==> src/rtl/hgc_vram_arbiter.sv <==
`timescale 1ns/1ps
// VRAM arbiter: the video fetch path owns the SRAM whenever vram_read is high.
// Host reads and writes run as 3-clock operations that start only in a sequencer window.
module hgc_vram_arbiter (
  input  logic        clk,
  input  logic        reset_n,
  input  logic        isa_op_enable,
  input  logic        vram_read,
  input  logic [15:0] vid_addr,
  input  logic        host_req,
  input  logic        host_we,
  input  logic [15:0] host_addr,
  input  logic [7:0]  host_wdata,
  output logic [7:0]  host_rdata,
  output logic        host_rdy,
  output logic [15:0] ram_a,
  output logic [7:0]  ram_d_out,
  output logic        ram_d_oe,
  input  logic [7:0]  ram_d_in,
  output logic        ram_we_n,
  output logic        ram_oe_n,
  output logic [7:0]  collisions,
  output logic [2:0]  fsm_state
);

  // Host handshake: host_req is a level held by the host until it sees host_rdy=1
  // after acceptance. host_rdy is 1 only in IDLE and DONE. A request still held in
  // DONE is not relaunched; DONE returns to IDLE once host_req is low.
  typedef enum logic [2:0] {
    IDLE     = 3'd0,
    WAIT_WIN = 3'd1,
    OP1      = 3'd2,
    OP2      = 3'd3,
    OP3      = 3'd4,
    DONE     = 3'd5
  } state_t;

  state_t      state;
  logic        we_q;
  logic [15:0] addr_q;
  logic [7:0]  wdata_q;
  logic        window;
  logic        in_op;
  logic        host_owns;

  assign window    = isa_op_enable && !vram_read;
  assign in_op     = (state == OP1) || (state == OP2) || (state == OP3);
  assign host_owns = in_op && !vram_read;

  always_ff @(posedge clk or negedge reset_n) begin
    if (!reset_n) begin
      state      <= IDLE;
      we_q       <= 1'b0;
      addr_q     <= 16'h0000;
      wdata_q    <= 8'h00;
      host_rdata <= 8'h00;
      collisions <= 8'h00;
    end else begin
      case (state)
        IDLE: begin
          if (host_req) begin
            we_q    <= host_we;
            addr_q  <= host_addr;
            wdata_q <= host_wdata;
            state   <= window ? OP1 : WAIT_WIN;
          end
        end
        WAIT_WIN: begin
          if (window) state <= OP1;
        end
        OP1, OP2, OP3: begin
          if (vram_read) begin
            // Video stole this cycle: abandon the attempt and retry all 3 clocks.
            state <= WAIT_WIN;
            if (collisions != 8'hFF) collisions <= collisions + 8'd1;
          end else if (state == OP1) begin
            state <= OP2;
          end else if (state == OP2) begin
            state <= OP3;
          end else begin
            state <= DONE;
            if (!we_q) host_rdata <= ram_d_in;
          end
        end
        DONE: begin
          if (!host_req) state <= IDLE;
        end
        default: state <= IDLE;
      endcase
    end
  end

  assign host_rdy  = (state == IDLE) || (state == DONE);
  assign ram_a     = host_owns ? addr_q : vid_addr;
  assign ram_d_out = wdata_q;
  assign ram_d_oe  = host_owns && we_q;
  assign ram_we_n  = !(host_owns && we_q && (state == OP2));
  // Reset forces the output enable off even if the sequencer is fetching.
  assign ram_oe_n  = !reset_n || (host_owns ? we_q : !vram_read);
  assign fsm_state = state;

endmodule

==> config.mk <==
export PLATFORM = sky130hd
export DESIGN_NAME = hgc_vram_arbiter
export DESIGN_NICKNAME = d
export VERILOG_FILES = /design/src/rtl/hgc_vram_arbiter.sv
export SDC_FILE = /design/constraint.sdc
export NUM_CORES = 1
export LEC_CHECK = 0
export ABC_AREA = 1
export CAP_MARGIN = 10
export CORE_ASPECT_RATIO = 0.8
export CORE_MARGIN = 2
export CORE_UTILIZATION = 44
export CTS_CLUSTER_DIAMETER = 30
export DETAILED_ROUTE_END_ITERATION = 12
export PLACE_DENSITY = 0.91
export REMOVE_ABC_BUFFERS = 1
export SLEW_MARGIN = 20
export SYNTH_ARGS = -nofsm -noshare
export SYNTH_HDL_FRONTEND = slang
export SYNTH_SLANG_ARGS = --single-unit
==> constraint.sdc <==
create_clock -name clk -period 2.3 [get_ports clk]
set_clock_uncertainty 0.15 [all_clocks]
set_input_delay 0.23 -clock clk [delete_from_list [all_inputs] [get_ports clk]]
set_output_delay 0.23 -clock clk [all_outputs]
set_load 0.05 [all_outputs]
==> results.sh, run 1 <==
export IMPL_outcome="complete, no violations"
export IMPL_min_period_ps=2200
export IMPL_synthArstFlopShare_pct=100
export IMPL_cp_slowest_stage_delay_ps=450
export IMPL_register_area_um2=1100
export IMPL_clk_path_buf_depth=2
export IMPL_grt_use_total_pct=22.3
export IMPL_max_slew_worst_pin_slew_ps=541
export IMPL_finalHoldViolations=0
export IMPL_yosysTopAreaCellShare_pct=50.4
export IMPL_grt_pass1_vias=2089
export IMPL_dp_cells=441
export IMPL_ant_nets=0
export IMPL_routed_via_density=4.82
export IMPL_maxSlewViolCount=0
export IMPL_slew_headroom_pct=64.0
export IMPL_end_kind="output port"
export IMPL_crit_cells=6
export IMPL_worst_r2r_cell_count=6
export IMPL_synthToLayoutAreaGrowth_pct=61.6
export IMPL_power_frac_comb_pct=61.5
export IMPL_setup_slack_ps=96.1
export IMPL_grt_overflow=0
export IMPL_cp_required_ps=1920
export IMPL_avgRoutedWirePerCell_um=12.8
export IMPL_worst_hold_slack_ps=317
export IMPL_final_cells=450
export IMPL_port_buffers=100
export IMPL_setup_viol=0
export IMPL_clock_power_share_pct=10.7
export IMPL_synthTopCellsByArea="dfrtp_1 50%, nand2_1 19%, o21ai_0 10%, inv_1 6.0%, nor2_1 2.2%"
export IMPL_timing_rr_start="fsm_state[0]"
export IMPL_gp_congestion=0.783
export IMPL_crit_chain="nor2_4 > nand2_1 > nand2_4 > nand2_8 > o21ai_1 > buf_12"
export IMPL_n_antenna_cell=0
export IMPL_antenna_found_initial=0
export IMPL_yosys_register_bits=44
export IMPL_muxShareOfSynthArea_pct=0
export IMPL_final_core_utilization_pct=75.5
export IMPL_fill_cells=336
export IMPL_cp_startpoint="fsm_state[0]"
export IMPL_path_class="reg -> out"
export IMPL_synth_simple_area_share_pct=26.7
export IMPL_ctsHtreeMaxLevel=2
export IMPL_cellLeakagePower_nw=1.70
export IMPL_rsz0062_at_grt="true"
export IMPL_synth_compound_gate_area_share_pct=12.1
export IMPL_die_height_um=67.0
export IMPL_multi_input_area_um2=906
export IMPL_synth_cell_type_count=23
export IMPL_max_cap_violations=0
export IMPL_clkTransAtPathRegs_ps=80
export IMPL_crit_slowest_cell="dfrtp_1"
export IMPL_initial_utilization_pct=46.7
export IMPL_ir_drop_mv=0.982
export IMPL_route_detailed_drc=0
export IMPL_p_int_w=0.00236
export IMPL_hp_start="host_wdata[0]"
export IMPL_switching_share_pct=49.1
export IMPL_synth_seq_area_share_pct=50.4
export IMPL_grt_pass1_wl_mm=9.23
export IMPL_syn_area_per_cell_um2=7.64
export IMPL_cts_made_buffers=5
export IMPL_cts_tree="done"
export IMPL_fin_crit_sh_pct=95.8
export IMPL_hpwl_mm=4.39
export IMPL_root_buffer="clkbuf_8"
export IMPL_total_power_w=0.00464
export IMPL_drtIter0Drc=112
export IMPL_postCtsSetupRepairBufs=0
export IMPL_ys_warn_count=0
export IMPL_drive_gt1_share_pct=10.3
export IMPL_p_sw_w=0.00228
export IMPL_clkSinkCount=44
export IMPL_seqPwrFrac_pct=27.8
export IMPL_die_x_um=82.8
export IMPL_yosysTopAreaCell="dfrtp_1"
export IMPL_min_path_cells=3
export IMPL_netlist_area_um2=2180
export IMPL_routed_via_count=2167
export IMPL_core_area_um2=4680
export IMPL_powerDensity_nw_per_um2=1310
export IMPL_synth_adder_area_share_pct=0.573
export IMPL_die_area_um2=5550
export IMPL_synth_top_cells_by_count="110 x nand2_1, 45 x o21ai_0, 44 x dfrtp_1"
export IMPL_worstPathArrival_ps=1820
export IMPL_synthFlopType="dfrtp_1"
export IMPL_synthCells=286
export IMPL_synth_edf_count=0
export IMPL_cp_max_fo=33
export IMPL_min_path_type="in -> reg"
export IMPL_clock_latency_ps=290
export IMPL_synth_top_family_by_area="simple AND/OR/NAND/NOR gates"
export IMPL_grt_start_max_net_pins=45
export IMPL_pre_cts_slack_ps=226
export IMPL_fmaxAchievable_mhz=454
export IMPL_nNetsFinal=444
export IMPL_dr_pass1_iters=4
export IMPL_synthXorXnorAreaFrac_pct=1.20
export IMPL_path_buf_inv=1
export IMPL_critical_path_startpoint_type="flop"
export IMPL_io_pins=101
export IMPL_synth_most_common_cell="nand2_1"
export IMPL_fp_row_count=22
export IMPL_critPathTopFamily="simple AND/OR/NAND/NOR gates"
export IMPL_routed_wl_mm=5.74
==> sequential cells by signal (all words and copies together), names as in the netlist <==
register	count
host_rdata	8
ram_d_out	8
fsm_state	3
we_q	1
collisions	8
addr_q	16
==> path summary, 6_finish.rpt <==
check | slack (ps) | to
max in group asynchronous | 1230 | addr_q[13]
worst max-delay path | 100 | ram_a[4]
worst max register to register | 470 | addr_q[2]
min in group asynchronous | 390 | fsm_state[2]
worst min-delay path | 320 | ram_d_out[0]
worst min register to register | 340 | host_rdata[3]
==> routing by layer <==
metal	vias up	wire, µm	global-route usage [%]
li1	1103	-	-
met1	980	2360	26.3
met2	73	2890	37.2
met3	11	380	7.59
met4	0	108	9.02
met5	-	0	0
==> through the flow <==
step           cell area (µm²)  TNS [ps]
6_report                  3530         0
3_5_place_dp              3410         0
2_1_floorplan             2120     -6100
4_1_cts                   3510      -269
5_1_grt                   3530     -99.3
3_3_place_gp              3410         0
==> kinds of logic after synthesis <==
kind of cell	count (synthesis)
simple gates	140
xor+xnor	3
buf+inv	45
compound gates	53
flops	44
fa+ha+maj	1
==> what timing repair did <==
action,4_1_cts,5_1_grt
endpoints found under the hold margin,44,0
hold buffers,1,0
setup endpoints to repair,11,18
gates resized for setup,5,9
==> power groups by stage <==
stage	logic [W]	clock network, W	registers [W]
final	0.00285	0.000496	0.00129
after global routing	0.00307	0.000544	0.00133
after detailed placement	0.00282	0	0.00131
after CTS	0.00284	0.000507	0.00129
after global placement	0.00276	0	0.00127
after floorplan	0.00107	0	0.00188
==> worst min-delay path: stages <==
cell and delay [ps]:
clkdlybuf4s50_1 390, nand2_1 60, nand2_1 40
==> cell usage in the layout, fill, tap and decap left out, types with 3 or more instances in the layout <==
cell type / count
o21ai_0: 34
buf_4: 5
buf_12: 19
nor2_1: 13
dfrtp_1: 44
o21ai_1: 17
inv_1: 35
nand2_1: 110
clkbuf_8: 6
nand3_1: 5
clkdlybuf4s50_1: 79
nand4_1: 3
==> layout make-up <==
type,count,share of cell area [%]
repair buffers,105,34.7
clock buffers,8,2.55
well taps,60,2.13
multi-input cells,197,25.7
inverters,36,3.83
flip-flops and latches,44,31.2
No activity file was read; power rests on OpenSTA's default activity.
==> inputs of run 2 (changes only) <==
--- a/config.mk
+++ b/config.mk
@@ -11,6 +11,7 @@
 export CORE_MARGIN = 2
 export CORE_UTILIZATION = 44
 export CTS_CLUSTER_DIAMETER = 30
+export CTS_CLUSTER_SIZE = 30
 export DETAILED_ROUTE_END_ITERATION = 12
 export PLACE_DENSITY = 0.91
 export REMOVE_ABC_BUFFERS = 1
==> results of run 2 <==
Final layout, timing and power as in run 1 (identical DEF).
